===== config.mk =====
export PLATFORM = sky130hd
export DESIGN_NAME = hazard_scoreboard
export DESIGN_NICKNAME = d
export VERILOG_FILES = /design/src/rtl/hazard_scoreboard_pkg.sv /design/src/rtl/hazard_scoreboard_counter.sv /design/src/rtl/hazard_scoreboard.sv
export SDC_FILE = /design/constraint.sdc
export NUM_CORES = 1
export LEC_CHECK = 0
export CAP_MARGIN = 0
export CORE_ASPECT_RATIO = 0.6
export CORE_MARGIN = 1
export CORE_UTILIZATION = 50
export DETAILED_ROUTE_END_ITERATION = 12
export GPL_TIMING_DRIVEN = 0
export PLACE_DENSITY = 0.8
export SYNTH_ARGS = -nofsm -noshare
export SYNTH_HDL_FRONTEND = slang
export SYNTH_SLANG_ARGS = --single-unit

===== constraint.sdc =====
create_clock -name aclk -period 2.45 [get_ports aclk]
set_input_delay 0.3675 -clock aclk [delete_from_list [all_inputs] [get_ports aclk]]
set_output_delay 0.3675 -clock aclk [all_outputs]
set_load 0.03 [all_outputs]

===== src/rtl/hazard_scoreboard_pkg.sv =====
// Shared hazard-scoreboard definitions: latency defaults,
// opcode enum and decode helpers for source-register usage.
package hazard_scoreboard_pkg;

  localparam int NREGS_DEF          = 32;
  localparam int LOAD_LAT_DEF       = 2;
  localparam int ALU_LAT_DEF        = 0;
  localparam int BRANCH_PENALTY_DEF = 2;
  localparam int CNT_W_DEF          = 32;

  typedef enum logic [6:0] {
    OPC_LOAD   = 7'h03,
    OPC_OPIMM  = 7'h13,
    OPC_AUIPC  = 7'h17,
    OPC_STORE  = 7'h23,
    OPC_OP     = 7'h33,
    OPC_LUI    = 7'h37,
    OPC_BRANCH = 7'h63,
    OPC_JALR   = 7'h67,
    OPC_JAL    = 7'h6f,
    OPC_SYSTEM = 7'h73
  } opcode_e;

  function automatic logic needs_rs2(
    input logic [6:0] opc
  );
    return opc inside {OPC_STORE, OPC_OP, OPC_BRANCH};
  endfunction

  function automatic logic needs_rs1(
    input logic [6:0] opc
  );
    return !(opc inside {OPC_LUI, OPC_AUIPC, OPC_JAL});
  endfunction

  function automatic logic is_ctrl(
    input logic [6:0] opc
  );
    return opc inside {OPC_BRANCH, OPC_JAL, OPC_JALR};
  endfunction

  function automatic int max3(
    input int a,
    input int b,
    input int c
  );
    int m;
    m = (a > b) ? a : b;
    return (m > c) ? m : c;
  endfunction

  // Countdown width; never below one bit.
  function automatic int lat_width(input int m);
    return (m < 1) ? 1 : $clog2(m + 1);
  endfunction

endpackage


===== src/rtl/hazard_scoreboard_counter.sv =====
// Saturating down-counter: loads max(remaining-1, ld_val),
// synchronous clear has priority over everything.
module hazard_counter #(
  parameter int W = 2
) (
  input  logic         clk,
  input  logic         rst_n,
  input  logic         clr,
  input  logic         ld,
  input  logic [W-1:0] ld_val,
  output logic         nz
);

  logic [W-1:0] cnt_q;
  logic [W-1:0] cnt_d;
  logic [W-1:0] dec;

  always_comb begin
    dec   = (cnt_q != '0) ? cnt_q - 1'b1 : '0;
    cnt_d = dec;
    if (ld && (ld_val > dec)) begin
      cnt_d = ld_val;
    end
    if (clr) begin
      cnt_d = '0;
    end
  end

  always_ff @(posedge clk or negedge rst_n) begin
    if (!rst_n) begin
      cnt_q <= '0;
    end else begin
      cnt_q <= cnt_d;
    end
  end

  assign nz = (cnt_q != '0);

endmodule


===== src/rtl/hazard_scoreboard.sv =====
// Decode-side RAW/control hazard scoreboard with per-register
// countdowns, branch shadow and a saturating stall counter.
module hazard_scoreboard
  import hazard_scoreboard_pkg::*;
#(
  parameter int NREGS          = NREGS_DEF,
  parameter int LOAD_LAT       = LOAD_LAT_DEF,
  parameter int ALU_LAT        = ALU_LAT_DEF,
  parameter int BRANCH_PENALTY = BRANCH_PENALTY_DEF,
  parameter int CNT_W          = CNT_W_DEF,
  localparam int RW = $clog2(NREGS),
  localparam int LW = lat_width(
    max3(LOAD_LAT, ALU_LAT, BRANCH_PENALTY))
) (
  input  logic             aclk,
  input  logic             aresetn,
  input  logic             issue_valid,
  output logic             issue_ready,
  input  logic [RW-1:0]    issue_rs1,
  input  logic             issue_rs1_used,
  input  logic [RW-1:0]    issue_rs2,
  input  logic             issue_rs2_used,
  input  logic [RW-1:0]    issue_rd,
  input  logic             issue_rd_wr,
  input  logic             issue_load,
  input  logic             issue_ctrl,
  input  logic             flush,
  output logic             stall,
  output logic             bubble,
  output logic [NREGS-1:0] busy,
  output logic [CNT_W-1:0] stall_cycles
);

  logic          fire;
  logic          wr_fire;
  logic          ctrl_fire;
  logic [LW-1:0] lat;
  logic          shadow_nz;

  logic [CNT_W-1:0] stall_cycles_q;
  logic [CNT_W-1:0] stall_cycles_d;

  always_comb begin
    stall = issue_valid &
      ((issue_rs1_used & busy[issue_rs1]) |
       (issue_rs2_used & busy[issue_rs2]));
    bubble      = shadow_nz;
    issue_ready = !stall && !bubble;
    fire        = issue_valid && issue_ready;
    wr_fire     = fire && issue_rd_wr &&
                  (issue_rd != '0);
    ctrl_fire   = fire && issue_ctrl;
    lat = issue_load ? LW'(LOAD_LAT)
                     : LW'(ALU_LAT);
  end

  assign busy[0] = 1'b0;

  for (genvar r = 1; r < NREGS; r++) begin : g_reg
    hazard_counter #(
      .W(LW)
    ) u_cnt (
      .clk   (aclk),
      .rst_n (aresetn),
      .clr   (flush),
      .ld    (wr_fire && (issue_rd == RW'(r))),
      .ld_val(lat),
      .nz    (busy[r])
    );
  end

  hazard_counter #(
    .W(LW)
  ) u_shadow (
    .clk   (aclk),
    .rst_n (aresetn),
    .clr   (flush),
    .ld    (ctrl_fire),
    .ld_val(LW'(BRANCH_PENALTY)),
    .nz    (shadow_nz)
  );

  // Counts stalls even on a flush cycle; flush never clears it.
  always_comb begin
    stall_cycles_d = stall_cycles_q;
    if (stall && (stall_cycles_q != '1)) begin
      stall_cycles_d = stall_cycles_q + 1'b1;
    end
  end

  always_ff @(posedge aclk or negedge aresetn) begin
    if (!aresetn) begin
      stall_cycles_q <= '0;
    end else begin
      stall_cycles_q <= stall_cycles_d;
    end
  end

  assign stall_cycles = stall_cycles_q;

endmodule


# After elaboration in Yosys (flattened, before gate mapping)
# Index checks and enable logic that the tools add are counted.
classes:
  n_bitwise: 4
  n_eq_ne: 32
  n_addsub: 33
  order_cmp: 34
  mux: 101
  reduce_logical: 104
op_table:
  columns: ["cell", "count"]
  rows:
  - ["2-to-1 mux 2 bit", 97]
  - ["== test 5 bit (second input constant)", 16]
  - ["logical AND 1 bit", 69]
  - ["nonzero test 2 bit", 32]
  - ["subtractor 2 x 1 -> 2 bit (second input constant)", 32]
  - ["greater-than comparator 2 bit", 31]
  - ["== test 5 x 4 -> 1 bit (second input constant)", 8]
  - ["adder 32 x 1 -> 32 bit (second input constant)", 1]
  - ["!= test 32 bit (second input constant)", 1]
  - ["== test 5 x 3 -> 1 bit (second input constant)", 4]
  - ["< comparator 5 x 6 -> 1 bit (second input constant)", 2]
  - ["binary-select mux 1 bit (select 5 bit)", 2]
  - ["== test 5 x 2 -> 1 bit (second input constant)", 2]
  - ["== test 5 x 1 -> 1 bit (second input constant)", 1]
  - ["nonzero test 5 bit", 1]
  - ["bitwise AND 1 bit", 3]
  - ["greater-than comparator 2 bit (first input constant)", 1]
  - ["logical NOT 1 bit", 2]
  - ["2-to-1 mux 1 bit", 2]
  - ["bitwise OR 1 bit", 1]
word_totals:
  regBits: 96
  output_inout_bits: 67
  input_bits: 24

# Longest topological paths before layout
logic_depth:
  word_depth: 15
  mapped_depth: 11
  ltp_nobuf: 9

# By module
# A second synthesis with hierarchy kept.
hier_totals:
  cells_unflattened: 834
  area_unflattened_um2: 7771.2
by_module_without_submodules:
  columns: ["module", "cells_each", "seq_area_each_um2", "instances", "area_each_um2"]
  rows:
  - ["hazard_counter", 17, 50.0, 32, 162.7]
  - ["hazard_scoreboard", 290, 800.8, 1, 2566.2]

# Least setup slack after synthesis
# Ideal clock, no wire load.
synth_path:
  kind: "register -> output"
  start: "reg g_reg[31].u_cnt.cnt_q[1]"
  end: "out issue_ready"
  setup_slack_ps: -587
  arrival_ps: 2669
  path_stages_with_launch: 10
  path_cell_list: "dfrtp_1 > or2_4 > mux2_2 > mux4_2 > a21oi_1 > o32a_2 > nand2_2 > buf_6 > and2_1 > nor2_1"
synth_between:
  elab_chain_len: 8
synth_rtl:
  columns: ["item", "line_no", "rtl"]
  rows:
  - ["start, declared", "hazard_scoreboard_counter.sv:14", "logic [W-1:0] cnt_q;"]
  - ["start signal, assigned", "hazard_scoreboard_counter.sv:33", "cnt_q <= cnt_d;"]
  - ["nonzero test 2 bit (*)", "hazard_scoreboard_counter.sv:37", "assign nz = (cnt_q != '0);"]
  - ["net g_reg[31].u_cnt.nz", "hazard_scoreboard_counter.sv:11", "output logic nz"]
  - ["binary-select mux 1 bit (select 5 bit) (on tied branches)", "hazard_scoreboard.sv:45, hazard_scoreboard.sv:46", null]
  - ["2-to-1 mux 1 bit (on tied branches)", "hazard_scoreboard.sv:45, hazard_scoreboard.sv:46", null]
  - ["bitwise AND 1 bit (on tied branches)", "hazard_scoreboard.sv:45, hazard_scoreboard.sv:46", null]
  - ["bitwise OR 1 bit (*)", "hazard_scoreboard.sv:45", "((issue_rs1_used & busy[issue_rs1]) |"]
  - ["bitwise AND 1 bit (*)", "hazard_scoreboard.sv:44", "stall = issue_valid &"]
  - ["net stall", "hazard_scoreboard.sv:28", "output logic stall,"]
  - ["logical NOT 1 bit (*)", "hazard_scoreboard.sv:48", "issue_ready = !stall && !bubble;"]
  - ["logical AND 1 bit (*)", "hazard_scoreboard.sv:48", null]
  - ["end, declared", "hazard_scoreboard.sv:18", "output logic issue_ready,"]
# Mark *: on every way through the listed nets, which the timed path passes. The rest lies on a longest branch. The select of a mux whose other input is x is not followed.

# Worst setup path in the final report
layout_path:
  start: "reg g_reg[27].u_cnt.cnt_q[0]"
  end: "out issue_ready"
layout_between:
  elab_chain_len: 8
layout_rtl:
  columns: ["item", "line_no"]
  rows:
  - ["start, declared", "hazard_scoreboard_counter.sv:14"]
  - ["start signal, assigned", "hazard_scoreboard_counter.sv:33"]
  - ["nonzero test 2 bit (*)", "hazard_scoreboard_counter.sv:37"]
  - ["net g_reg[27].u_cnt.nz", "hazard_scoreboard_counter.sv:11"]
  - ["binary-select mux 1 bit (select 5 bit) (on tied branches)", "hazard_scoreboard.sv:45, hazard_scoreboard.sv:46"]
  - ["2-to-1 mux 1 bit (on tied branches)", "hazard_scoreboard.sv:45, hazard_scoreboard.sv:46"]
  - ["bitwise AND 1 bit (on tied branches)", "hazard_scoreboard.sv:45, hazard_scoreboard.sv:46"]
  - ["bitwise OR 1 bit (*)", "hazard_scoreboard.sv:45"]
  - ["bitwise AND 1 bit (*)", "hazard_scoreboard.sv:44"]
  - ["logical NOT 1 bit (*)", "hazard_scoreboard.sv:48"]
  - ["logical AND 1 bit (*)", "hazard_scoreboard.sv:48"]
# Marks and branches as above.

==> metrics.txt <==
worst IR drop on VDD=0.000358 V; FMAX=approximately 0.33 GHz; initial drt markers=between 700 and 800; Ant. Diodes=0; Sw Share=0.305; Crit path max-delay family=multiplexers; failing checks=setup timing; CP peak stage delay=0.50 ns; die height=~89 um; share of layout cells above drive strength 1=0.254; Finished Core Util=0.723; first-pass GRT wire length=32.1 mm; Post-synth EDFFs=0; worst clock skew=between 0.01 and 0.015 ns; Final Slew Violations=0; GRT Total Usage=0.328; worst-path fanout max=3; HP Class=reg2reg; max_cap viols=0; PwrDens=456 nW/um^2; crit end category=output port; antenna violations before repair=0; area growth from synthesis to layout=39.6%; Clock power frac=0.362; largest family of logic cells by synthesized area=simple AND/OR/NAND/NOR gates; DRT antenna net count=0; Synth Area in XOR/XNOR=0.0432; Comb pwr share=0.218; CTS HTree Levels=3; YS warnings=0; crit path DAT=around 2.7 ns; Mapped Cells=710; Root Driver=clkbuf_16; number of fillers in the final layout=830; Initial Util=0.518; core area=12100 um^2; Psw=1220 uW; Reg power frac=0.420; slowest stage cell, crit path=mux4_2; Buffers & Inverters on Critical Path=2; Slew HR=0.353; fin crit period=3.02 ns; Critical Path RT=2.08 ns; drt pass-1 iters=7; drt wl/cell=21.3 um; FFs w/ async S/R, synth=1.00; Leakage=0.00369 uW; status=finished with violations; clk_lat worst skew=0.35 ns; mux cell area share after synthesis=0.0448; Sink Count=96; multi-input logic area=between 3000 and 4000 um^2; setup TNS=-31.21 ns; register area share after synthesis=0.382; DRT Wirelength=21.7 mm; vias in the first global route=~5800; CTS tree=built; post-synthesis compound-gate area fraction=0.102; vias per cell=6.25; Simple-Gate Fraction of Synth Area=0.291; RePlAce Congestion=~1; vias=6372; FP Rows=31; Mapped Area=6280 um^2; Tcrit/Tclk final=1.23; PortBufs=87; CP Cell Sequence=or2_4 -> mux2_4 -> mux4_2 -> a21oi_4 -> o32a_4 -> nand2_4 -> buf_12 -> and2_4 -> nor2_4 -> buf_6; Main synth FF type=dfrtp_1; RSZ-0062 raised after global routing=true; DP HPWL=around 14 mm; type of the worst setup path=reg2out; Setup violations, final=95; type of origin of the critical path=flop; P_int=2790 uW; layout net count=898; die area=around 13000 um^2; register area=around 2400 um^2; Clock Path Buffers=2; Hold Vio Cnt, Final=0; GR Overflow Total=0; Chip Width=147 um; detailed-route DRC error count=0; syn_nets=759; Reg clk slew, reported paths=0.06 ns; CTS Buf Count=9; setup ws final=-0.570 ns; worst-margin pin slew=0.970 ns; Mapped Avg Cell Area=8.85 um^2; I/O Pins=91; flop and latch count out of synthesis=96; post-synthesis adder-cell area fraction=0.0498; Netlist cell types=67; largest net degree at the start of global routing=63
[layout make-up]
cell class              count  area share
multi-input cells         506       0.446
flip-flops and latches     96       0.274
repair buffers            128       0.149
plain buffers              67      0.0560
clock buffers              13      0.0319
well taps                 165      0.0235
inverters                  41      0.0175
clock inverters             3     0.00271
[stage by stage]
stage / std cells / hold WS [ns] / instance area, um^2 / power, uW / worst slack [ns]
floorplan: 710 / 0.0719 / 6370 / 2060 / -0.176
detailed placement: 963 / 0.360 / 7480 / 2370 / -1.53
global placement: 962 / 0.437 / 7450 / 2340 / -2.51
finish: 1019 / 0.479 / 8780 / 4010 / -0.570
global route: 1019 / 0.499 / 8780 / 4120 / -0.630
CTS: 1002 / 0.471 / 8300 / 3910 / -0.578
[metal layers]
metal,GRT usage,wire [um]
met3,0.122,2660
met4,0.0890,307
met5,0,0
met2,0.487,9630
met1,0.450,9120
[synth_stat cells, drive strengths merged (3+ instances only)]
| library cell | instances | area share |
|---|---|---|
| nor3 | 27 | 0.022 |
| o311ai | 3 | 0.0042 |
| nand3 | 28 | 0.024 |
| or3 | 12 | 0.012 |
| nor2 | 63 | 0.038 |
| or4 | 5 | 0.0060 |
| mux2 | 12 | 0.022 |
| mux4 | 5 | 0.018 |
| mux2i | 3 | 0.0048 |
| a211oi | 5 | 0.0060 |
| nand2b | 8 | 0.0080 |
| inv | 41 | 0.024 |
| nor4 | 24 | 0.028 |
| clkbuf | 28 | 0.017 |
| dfrtp | 96 | 0.38 |
| nand4 | 30 | 0.030 |
| ha | 25 | 0.050 |
| or3b | 3 | 0.0042 |
| a31oi | 7 | 0.0094 |
| nand4b | 3 | 0.0042 |
| xnor2 | 30 | 0.042 |
| o21ai | 22 | 0.018 |
| and3 | 16 | 0.016 |
| and2 | 5 | 0.0050 |
| nand2 | 62 | 0.037 |
| or2 | 14 | 0.015 |
| nand3b | 3 | 0.0036 |
| buf | 40 | 0.045 |
| nor3b | 10 | 0.012 |
| nor2b | 11 | 0.011 |
| o32ai | 3 | 0.0042 |
| a21oi | 19 | 0.015 |
| o31ai | 11 | 0.013 |
| nor4b | 7 | 0.0098 |
[cell usage in the layout, fill, tap and decap left out, types with 6 or more instances in the layout]
cell type,Yosys,layout
xnor2_1,30,30
and3_1,16,14
inv_1,41,41
or2_2,12,12
nor3_4,0,6
mux2_4,1,7
clkdlybuf4s50_1,0,81
nand3_1,27,27
a31oi_1,6,6
o31ai_1,11,7
clkbuf_16,0,11
buf_4,32,56
buf_6,1,15
nor4_1,21,16
nor2_4,0,15
nor2_1,63,45
a21oi_1,19,12
nand4_1,30,30
nand2b_1,8,8
or3_1,12,7
nor3_1,27,19
clkbuf_1,28,16
o21ai_0,22,22
nor2b_1,11,11
dfrtp_1,96,96
clkbuf_8,0,7
ha_1,25,25
nand2_1,61,61
nor3b_1,10,9
[what timing repair did]
item / in CTS / in global routing
setup buffers: 19 / 16
pin swaps: 22 / 28
cloned: 3 / 2
setup endpoints to repair: 97 / 96
resized for setup: 92 / 75
hold buffers: 1 / 0
endpoints found under the hold margin: 16 / 0
[cell families after synthesis]
group	after synthesis
compound gates	93
xor+xnor	31
fa+ha+maj	25
buf+inv	109
flops	96
mux	20
other cells	1
simple gates	335
[worst reg2reg max path, cell delays in order (launching register included)]
cell,delay [ns]
dfrtp_1,0.39
nor2_1,0.38
a211oi_1,0.15
nor4_1,0.38
o22ai_2,0.18
a31oi_4,0.23
buf_4,0.15
buf_6,0.11
nand3_4,0.14
buf_6,0.17
or4_4,0.43
and3_4,0.16
[power groups by stage]
stage	Combinational (uW)	Sequential (uW)	Clock, uW
global route	916	1690	1520
global placement	631	1710	0
finish	873	1680	1450
CTS	773	1680	1450
detailed placement	659	1710	0
floorplan	281	1780	0
[final timing paths]
path                                           from  cells past startpoint  slack (ns)                  endpoint
setup / recovery           g_reg[27].u_cnt.cnt_q[0]                     10       -0.57               issue_ready
max in group asynchronous                   aresetn                      3        1.23  g_reg[23].u_cnt.cnt_q[0]
hold / removal             g_reg[30].u_cnt.cnt_q[0]                      1        0.48  g_reg[30].u_cnt.cnt_q[0]
setup reg to reg           g_reg[14].u_cnt.cnt_q[0]                     11       -0.52  g_reg[13].u_cnt.cnt_q[0]
min in group asynchronous                   aresetn                      2        0.52  g_reg[10].u_cnt.cnt_q[0]
hold reg to reg            g_reg[30].u_cnt.cnt_q[0]                      1        0.48  g_reg[30].u_cnt.cnt_q[0]
[sequential cells by signal, summed over array words and instances, names as in the netlist]
signal	cells
g.u_cnt.cnt_q	62
stall_cycles	32
u_shadow.cnt_q	2
No activity file was read; power rests on OpenSTA's default activity.
